`src/rtl/ap_arb_pkg.sv`:
```
// Shared defaults and state encoding for the two-source HLS frame arbiter.
package ap_arb_pkg;

  localparam int unsigned AP_WIDTH     = 32;
  localparam int unsigned AP_FRAME_LEN = 16;
  localparam int unsigned AP_TAG_DEPTH = 4;

  typedef enum logic {
    ST_IDLE = 1'b0,
    ST_FEED = 1'b1
  } state_e;

endpackage

```
`src/rtl/arb_tag_fifo.sv`:
```
// Small FIFO of 1-bit requester ids, one entry per frame inside the HLS core.
module arb_tag_fifo #(
  parameter int unsigned DEPTH = 4
) (
  input  logic clk_i,
  input  logic rst_ni,
  input  logic push_i,
  input  logic pop_i,
  input  logic din_i,
  output logic head_o,
  output logic empty_o,
  output logic full_o
);

  localparam int unsigned PTR_W = (DEPTH > 1) ? $clog2(DEPTH) : 1;
  localparam int unsigned CNT_W = PTR_W + 1;

  logic [DEPTH-1:0] mem_q, mem_d;
  logic [PTR_W-1:0] wr_ptr_q, wr_ptr_d, rd_ptr_q, rd_ptr_d;
  logic [CNT_W-1:0] cnt_q, cnt_d;
  logic             do_push, do_pop;

  assign full_o  = (cnt_q == CNT_W'(DEPTH));
  assign empty_o = (cnt_q == '0);
  assign head_o  = mem_q[rd_ptr_q];

  // Push is refused only on the current-cycle full flag, even if a pop coincides.
  assign do_push = push_i && !full_o;
  assign do_pop  = pop_i && !empty_o;

  always_comb begin
    mem_d    = mem_q;
    wr_ptr_d = wr_ptr_q;
    rd_ptr_d = rd_ptr_q;
    cnt_d    = cnt_q;
    if (do_push) begin
      mem_d[wr_ptr_q] = din_i;
      wr_ptr_d        = wr_ptr_q + PTR_W'(1);
    end
    if (do_pop) begin
      rd_ptr_d = rd_ptr_q + PTR_W'(1);
    end
    case ({do_push, do_pop})
      2'b10:   cnt_d = cnt_q + CNT_W'(1);
      2'b01:   cnt_d = cnt_q - CNT_W'(1);
      default: cnt_d = cnt_q;
    endcase
  end

  always_ff @(posedge clk_i) begin
    if (!rst_ni) begin
      mem_q    <= '0;
      wr_ptr_q <= '0;
      rd_ptr_q <= '0;
      cnt_q    <= '0;
    end else begin
      mem_q    <= mem_d;
      wr_ptr_q <= wr_ptr_d;
      rd_ptr_q <= rd_ptr_d;
      cnt_q    <= cnt_d;
    end
  end

endmodule

```
`src/rtl/ap_fifo_frame_arbiter.sv`:
```
// Round-robin frame arbiter feeding an HLS core from two source FIFOs and
// routing its results back to the matching sink FIFO by per-frame tag.
module ap_fifo_frame_arbiter
  import ap_arb_pkg::*;
#(
  parameter int unsigned WIDTH     = AP_WIDTH,
  parameter int unsigned FRAME_LEN = AP_FRAME_LEN,
  parameter int unsigned TAG_DEPTH = AP_TAG_DEPTH
) (
  input  logic             ip_clk,
  input  logic             ip_rst_n,
  input  logic [WIDTH-1:0] src0_dout,
  input  logic             src0_empty,
  output logic             src0_rd_en,
  input  logic [WIDTH-1:0] src1_dout,
  input  logic             src1_empty,
  output logic             src1_rd_en,
  input  logic [1:0]       src_en,
  output logic [WIDTH-1:0] in_V_V_dout,
  output logic             in_V_V_empty_n,
  input  logic             in_V_V_read,
  input  logic [WIDTH-1:0] out_V_V_din,
  output logic             out_V_V_full_n,
  input  logic             out_V_V_write,
  output logic [WIDTH-1:0] snk0_din,
  output logic             snk0_wr_en,
  input  logic             snk0_full,
  output logic [WIDTH-1:0] snk1_din,
  output logic             snk1_wr_en,
  input  logic             snk1_full,
  output logic             grant,
  output logic             busy,
  output logic             err
);

  localparam int unsigned CNT_W = $clog2(FRAME_LEN + 1);
  localparam logic [CNT_W-1:0] FRAME_END  = CNT_W'(FRAME_LEN);
  localparam logic [CNT_W-1:0] FRAME_LAST = CNT_W'(FRAME_LEN - 1);

  state_e           state_q, state_d;
  logic             grant_q, grant_d;
  logic [CNT_W-1:0] issued_q, issued_d;
  logic [CNT_W-1:0] out_cnt_q, out_cnt_d;
  logic             empty_n_q, empty_n_d;
  logic             err_q, err_d;

  logic tag_push, tag_pop, tag_head, tag_empty, tag_full;
  logic elig0, elig1, slot_free, rd_g;
  logic snk_full_h, full_n, accept;

  arb_tag_fifo #(
    .DEPTH (TAG_DEPTH)
  ) u_tag_fifo (
    .clk_i   (ip_clk),
    .rst_ni  (ip_rst_n),
    .push_i  (tag_push),
    .pop_i   (tag_pop),
    .din_i   (grant_d),
    .head_o  (tag_head),
    .empty_o (tag_empty),
    .full_o  (tag_full)
  );

  assign elig0     = src_en[0] && !src0_empty;
  assign elig1     = src_en[1] && !src1_empty;
  assign slot_free = !empty_n_q || in_V_V_read;

  // Input side: pick a requester, then stream exactly one frame from it.
  always_comb begin
    state_d  = state_q;
    grant_d  = grant_q;
    issued_d = issued_q;
    tag_push = 1'b0;
    rd_g     = 1'b0;
    case (state_q)
      ST_IDLE: begin
        if (!tag_full && (elig0 || elig1)) begin
          grant_d  = (elig0 && elig1) ? !grant_q : elig1;
          tag_push = 1'b1;
          state_d  = ST_FEED;
        end
      end
      ST_FEED: begin
        rd_g = !(grant_q ? src1_empty : src0_empty) && (issued_q < FRAME_END) && slot_free;
        if (rd_g) begin
          issued_d = issued_q + CNT_W'(1);
        end
        if ((issued_q == FRAME_END) && slot_free) begin
          issued_d = '0;
          state_d  = ST_IDLE;
        end
      end
      default: state_d = ST_IDLE;
    endcase
  end

  // Holding slot toward the core; a read with a refill keeps it valid.
  always_comb begin
    empty_n_d = empty_n_q;
    if (rd_g) begin
      empty_n_d = 1'b1;
    end else if (in_V_V_read) begin
      empty_n_d = 1'b0;
    end
  end

  assign src0_rd_en     = ip_rst_n && rd_g && !grant_q;
  assign src1_rd_en     = ip_rst_n && rd_g && grant_q;
  assign in_V_V_dout    = grant_q ? src1_dout : src0_dout;
  assign in_V_V_empty_n = empty_n_q;

  // Output side: results go to the sink named by the oldest outstanding tag.
  assign snk_full_h     = tag_head ? snk1_full : snk0_full;
  assign full_n         = ip_rst_n && !tag_empty && !snk_full_h;
  assign accept         = out_V_V_write && full_n;
  assign out_V_V_full_n = full_n;
  assign snk0_wr_en     = accept && !tag_head;
  assign snk1_wr_en     = accept && tag_head;
  assign snk0_din       = out_V_V_din;
  assign snk1_din       = out_V_V_din;

  always_comb begin
    out_cnt_d = out_cnt_q;
    tag_pop   = 1'b0;
    err_d     = err_q;
    if (accept) begin
      if (out_cnt_q == FRAME_LAST) begin
        out_cnt_d = '0;
        tag_pop   = 1'b1;
      end else begin
        out_cnt_d = out_cnt_q + CNT_W'(1);
      end
    end
    if (out_V_V_write && !full_n) begin
      err_d = 1'b1;
    end
  end

  assign grant = grant_q;
  assign err   = err_q;
  assign busy  = (state_q == ST_FEED) || !tag_empty;

  always_ff @(posedge ip_clk) begin
    if (!ip_rst_n) begin
      state_q   <= ST_IDLE;
      grant_q   <= 1'b0;
      issued_q  <= '0;
      out_cnt_q <= '0;
      empty_n_q <= 1'b0;
      err_q     <= 1'b0;
    end else begin
      state_q   <= state_d;
      grant_q   <= grant_d;
      issued_q  <= issued_d;
      out_cnt_q <= out_cnt_d;
      empty_n_q <= empty_n_d;
      err_q     <= err_d;
    end
  end

endmodule

```
`config.mk`:
```
export PLATFORM = sky130hd
export DESIGN_NAME = ap_fifo_frame_arbiter
export DESIGN_NICKNAME = d
export VERILOG_FILES = /design/src/rtl/ap_arb_pkg.sv /design/src/rtl/arb_tag_fifo.sv /design/src/rtl/ap_fifo_frame_arbiter.sv
export SDC_FILE = /design/constraint.sdc
export NUM_CORES = 1
export LEC_CHECK = 0
export CAP_MARGIN = 40
export CORE_ASPECT_RATIO = 0.5
export CORE_MARGIN = 2
export CORE_UTILIZATION = 30
export DETAILED_ROUTE_END_ITERATION = 10
export DONT_BUFFER_PORTS = 1
export PLACE_DENSITY = 0.52
export SYNTH_ARGS = -nofsm -noshare
export SYNTH_HDL_FRONTEND = slang
export SYNTH_SLANG_ARGS = --single-unit
```
`constraint.sdc`:
```
create_clock -name ip_clk -period 4.97 [get_ports ip_clk]
set_clock_uncertainty 0.1 [all_clocks]
set_input_delay 0.994 -clock ip_clk [delete_from_list [all_inputs] [get_ports ip_clk]]
set_output_delay 0.994 -clock ip_clk [all_outputs]
set_load 0.05 [all_outputs]
```
==> results of run 1 <==
==> worst register-to-register path, stage by stage, from the launching register on <==
cell	delay, ns
dfxtp_1	0.38
mux4_2	0.59
mux2i_4	0.32
and2_2	0.24
ha_1	0.19
inv_1	0.06
fa_1	0.37
xor2_1	0.15
or3_1	0.30
a21boi_0	0.16
==> power groups by stage <==
stage          sequential (mW)  clock [mW]  combinational, mW
4_1_cts                  0.227       0.181              0.190
6_report                 0.227       0.175              0.189
5_1_grt                  0.229       0.195              0.199
2_1_floorplan            0.230           0              0.313
3_5_place_dp             0.231           0              0.189
3_3_place_gp             0.231           0              0.187
==> layout make-up <==
class                   instances  area [um2]  area share
multi-input cells             145        1180       0.607
flip-flops and latches         25         502       0.259
well taps                      96         120      0.0620
clock buffers                   4        78.8      0.0407
inverters                      12        45.0      0.0233
repair buffers                  2        15.0     0.00775
==> state kept, by name, summed over array words and instances (netlist names) <==
signal and count:
issued_q 5, out_cnt_q 5, u_tag_fifo.mem_q 4, u_tag_fifo.cnt_q 3, u_tag_fifo.rd_ptr_q 2, u_tag_fifo.wr_ptr_q 2, err 1, grant 1
in_V_V_empty_n 1, state_q 1
==> path summary, 6_finish.rpt <==
check                               from                   to  slack [ns]  cells past startpoint
hold reg to reg             out_cnt_q[4]         out_cnt_q[4]        0.37                      2
setup reg to reg  u_tag_fifo.rd_ptr_q[0]  u_tag_fifo.cnt_q[2]        2.04                      9
setup / recovery  u_tag_fifo.rd_ptr_q[0]           snk0_wr_en        1.56                      4
hold / removal              out_cnt_q[4]         out_cnt_q[4]        0.37                      2
==> metal layers <==
layer | routed length (um) | vias to the layer above
met3 | 557 | 23
met2 | 2210 | 54
li1 | - | 667
met1 | 2120 | 661
met5 | 0 | -
met4 | 104 | 0
==> layout by cell type (no fill, tap or decap), drive strengths merged, types with 5 or more instances in the layout <==
cell and n:
mux2 32, dfxtp 25, nand2 21, inv 12, nor2 10, a21boi 8
ha 8, mux2i 8, and3 8, o21ai 7, nand3 5
==> synthesized netlist by cell type, types with 5 or more instances <==
cell type and instances:
buf_4 64, mux2_2 32, dfxtp_1 25, nand2_1 21, inv_1 12, nor2_1 10, a21boi_0 8, ha_1 8
and3_1 7, mux2i_1 7, clkbuf_1 6, o21ai_0 6, nand3_1 5
==> stage by stage <==
stage          power (mW)  std cells  hold WS (ns)
2_1_floorplan       0.543        254         0.335
3_3_place_gp        0.418        279         0.360
3_5_place_dp        0.421        280         0.362
4_1_cts             0.597        284         0.370
5_1_grt             0.623        284         0.380
6_report            0.591        284         0.366
==> logic make-up (layout without fill, tap and decap cells) <==
group | count (synthesis) | in the layout | synth area share
AO/OA/AOI/OAI | 26 | 26 | 0.0942
XOR/XNOR | 5 | 5 | 0.0196
adder cells (fa/ha/maj) | 9 | 9 | 0.0538
buffers and inverters | 84 | 18 | 0.249
flip-flops | 25 | 25 | 0.224
multiplexers | 41 | 41 | 0.213
AND/OR/NAND/NOR | 64 | 64 | 0.146
==> flow_summary.ini, run 1 <==
[outcome]
status = completed

[yosys]
yosysUniqueCellTypes = 44
synth_area_um2 = 2230
synth_top_area_cell = dfxtp_1
ys_ff_latch = 25
yosys-top-cells-area = dfxtp_1 (22%), buf_4 (22%), mux2_2 (16%)
yosysWarnings = 0
synth_edf_count = 0
syn_nets = 369
syn_area_per_cell_um2 = 8.79
async_flop_share = 0
synth_top_area_share = 0.224
ys_seq_area_frac = 0.224
synth_ff_type = dfxtp_1
syn_inst = 254

[drt]
drt_wl_total_um = 4990
via_per_inst = 4.95
postRouteAntennaNets = 0
drc = 0
routedWlPerCell_um = 17.6
drt_iter0_drc = 79
vias = 1405
drtPass1Iterations = 4

[floorplan]
die_area_um2 = 8190
coreArea_um2 = 7270
die_height_um = 65.0
io_pins = 211
initial_core_util = 0.307
die-width_um = 126
fp-row-count = 22

[worst_setup_path]
end_kind = primary output
crit_type = flip-flop to primary output
worstPathMaxFanout = 8
crit_family = multiplexers
path_cells = mux4_2 -> mux2i_4 -> nand2_1 -> nor2_1
slowest_stage = nor2_1
cp_num_buf_inv = 0
required_ns = 3.88
cp_slowest_stage_delay_ns = 0.69
critPathLaunchType = flip-flop
arrival_ns = 2.31

[clock_network]
cts_tree = yes
cts_buffer_depth = 2
numCtsBuffers = 3
cts_max_level = 1
clk_latency_ns = 0.25
clkTransAtPathRegs_ns = 0.06
cts-resized-gates = 0
holdBufCountCts = 0
clock_sinks = 25
post-cts-setup-buffers = 0
cts_root_buf = clkbuf_16

[final_layout]
final_area_um2 = 1940
nets = 304
fill_cells = 766
diodes = 0
syn_to_final_growth_pct = -13.2
fin_util = 0.267
drive_above_1_share = 0.250

[timing]
worst_pin_slew_ns = 0.898
hold_violations = 0
slew_viol_final = 0
fin_crit_sh = 0.686
rsz0062_at_grt = no
maxSlewHeadroom = 0.399
fin_ws_ns = 1.56
setup_tns_ns = 0
fmax_mhz = 293
setup_viol = 0
period_minus_slack_ns = 3.41

[power]
ir_drop_mv = 0.139
intPower_mw = 0.369
p_sw_frac = 0.375
p_switching_mw = 0.221
pwr-share-seq = 0.384
clockPowerShare = 0.296
pwr-share-comb = 0.320
total_leakage_power_nw = 0.725
powerDensity_nw_per_um2 = 305

[global_routing]
grt_use_met3 = 0.0595
antenna_found_initial = 0
grt_pass1_vias = 1319
grt_use_met1 = 0.139
grt_pass1_wl_um = 7420
grt_overflow = 0
use_met2 = 0.173
grt_max_degree = 38
top_usage_layer = met2
grt_usage = 0.115

[place]
dpl.hpwl_um = 4120
io_buffers = 0
place.gp.congestion = 1.08
place_area_um2 = 1860
post-place-ws_ns = 1.78

[hold_path]
worst_hold_path_type = flip-flop to flip-flop

[flow_run]
max_cap_violations = 0
No activity file was read; power rests on OpenSTA's default activity.
==> run 2: changes to the inputs <==
Settings changed: PLACE_DENSITY 0.52 to 0.53.
Clock period 4.97 ns to 2.9 ns, I/O delays scaled along.
==> run 2 against run 1 <==
  * Sequential share of layout area fell by 0.76 points
  * Combinational power rose by 75%
  * Hold slack got worse by 0.056 ns
  * Non-clock buffer count rose by 6
  * Register-to-register slack got worse by 1.8 ns
  * Die area did not move
  * Setup slack got worse by 1.4 ns
  * Sequential power rose by 70%
  * Largest power group unchanged
==> flow_summary.ini, run 2 (synthesis gave the netlist of run 1 again) <==
[global_routing]
grt_pass1_wl_um = 7400
grt_pass1_vias = 1338
grt_usage = 0.114
grt_max_degree = 38
grt_overflow = 0
antenna_found_initial = 3

[final_layout]
top_regs = issued_q (5), out_cnt_q (5), u_tag_fifo.mem_q (4)
nets = 310
drive_above_1_share = 0.278
syn_to_final_growth_pct = -10.4
final_common_cell = mux2_2
final_cell_mix = mux2_2 (32), dfxtp_1 (23), nand2_1 (21)
instances_no_fill = 292

[drt]
drt_iter0_drc = 69
drt_wl_total_um = 5170
drc = 0
drtPass1Iterations = 4
postRouteAntennaNets = 0
routedWlPerCell_um = 17.7
via_per_inst = 4.94
vias = 1442

[timing]
setup_viol = 0
setup_tns_ns = 0
slew_viol_final = 0
rsz0062_at_grt = no
period_minus_slack_ns = 2.70
maxSlewHeadroom = 0.590
fin_crit_sh = 0.929
worst_pin_slew_ns = 0.614
fmax_mhz = 371
hold_violations = 0

[power]
clockPowerShare = 0.302
p_sw_frac = 0.378
pwr-share-seq = 0.376
total_leakage_power_nw = 0.760
pwr-share-comb = 0.323
intPower_mw = 0.638
powerDensity_nw_per_um2 = 512
p_switching_mw = 0.387
ir_drop_mv = 0.142

[floorplan]
die-width_um = 126
die_height_um = 65.0
fp-row-count = 22
die_area_um2 = 8190
initial_core_util = 0.307
io_pins = 211
coreArea_um2 = 7270

[worst_setup_path]
r2r_start = u_tag_fifo.rd_ptr_q[0]
rrSetupSlack_ns = 0.20
required_ns = 2.98
cp_slowest_stage_delay_ns = 0.55
path_cells = mux4_2 -> mux2i_4 -> and2_2 -> ha_1 -> inv_1 -> fa_1 -> xor2_1 -> or3_1 -> a21boi_0
end_kind = flip-flop
critPathLaunchType = flip-flop
worstPathMaxFanout = 4
arrival_ns = 2.78
crit_type = flip-flop to flip-flop
slowest_stage = mux4_2
cp-startpoint = u_tag_fifo.rd_ptr_q[0]

[place]
place.gp.congestion = 1.04
dpl.hpwl_um = 4270
io_buffers = 0
post-place-cells = 285

[hold_path]
min_from = out_V_V_write
worst_hold_path_type = primary input to flip-flop

[clock_network]
cts_tree = yes
clkTransAtPathRegs_ns = 0.06
holdBufCountCts = 0
cts_max_level = 1
clk_latency_ns = 0.26
clock_sinks = 25
numCtsBuffers = 3
cts_root_buf = clkbuf_16
cts_buffer_depth = 2

[flow_run]
max_cap_violations = 0

[outcome]
status = completed
run 2: cell types whose count changed in the layout (fill, tap and decap cells not counted):
| cell | change |
|---|---|
| dfxtp_1 | -1 |
| buf_4 | +5 |
| diode_2 | +2 |
| buf_12 | +1 |
| dfxtp_2 | +1 |
run 2: what timing repair did:
action                                  CTS  global route
buffers inserted                          0             1
gates resized for setup                   0             1
endpoints found under the setup margin    0             1
run 2: critical path, delay by kind of cell, from the launching register on:
kind                       cells  cell delay (ns)
muxes                          2             0.73
adders and majority gates      2             0.55
and+or+nand+nor                2             0.48
DFF                            1             0.36
buffers and inverters          1             0.06
AOI/OAI and AO/OA              1             0.17
xor gates and xnor gates       1             0.16
run 2: path summary, 6_finish.rpt:
path / end / cells past startpoint
worst min-delay path: out_cnt_q[4] / 1
worst max-delay path: u_tag_fifo.cnt_q[2] / 9
worst max register to register: u_tag_fifo.cnt_q[2] / 9
worst min register to register: u_tag_fifo.rd_ptr_q[0] / 1
run 2: power by group through the flow:
| stage | Clock, mW | Combinational [mW] | Sequential [mW] |
|---|---|---|---|
| 5_1_grt | 0.332 | 0.348 | 0.388 |
| 4_1_cts | 0.318 | 0.331 | 0.385 |
| 3_5_place_dp | 0 | 0.330 | 0.393 |
| 3_3_place_gp | 0 | 0.327 | 0.392 |
| 6_report | 0.309 | 0.331 | 0.385 |
| 2_1_floorplan | 0 | 0.537 | 0.394 |
run 2: layout make-up:
type,instances,area (um2)
tap,96,120
fill,781,5270
multi-input combinational,145,1180
clock buffer,4,78.8
antenna,2,5.00
sequential,25,503
timing repair buffer,8,72.6
inverter,12,45.0
run 2: per-layer routing:
layer | track usage | part of all wire
met4 | 0.0371 | 0.019
met1 | 0.144 | 0.44
met5 | 0 | 0.0033
met2 | 0.170 | 0.46
met3 | 0.0553 | 0.086
run 2: through the flow:
stage          power (mW)  utilization  hold WS (ns)  area [um2]  setup WS [ns]
6_report             1.03        0.275         0.310        2000          0.204
3_5_place_dp        0.723        0.263         0.358        1910          0.147
2_1_floorplan       0.931            -         0.335        2230        0.00276
3_3_place_gp        0.718        0.263         0.356        1910          0.244
4_1_cts              1.03        0.273         0.307        1990          0.125
5_1_grt              1.07        0.275         0.317        2000         0.0597
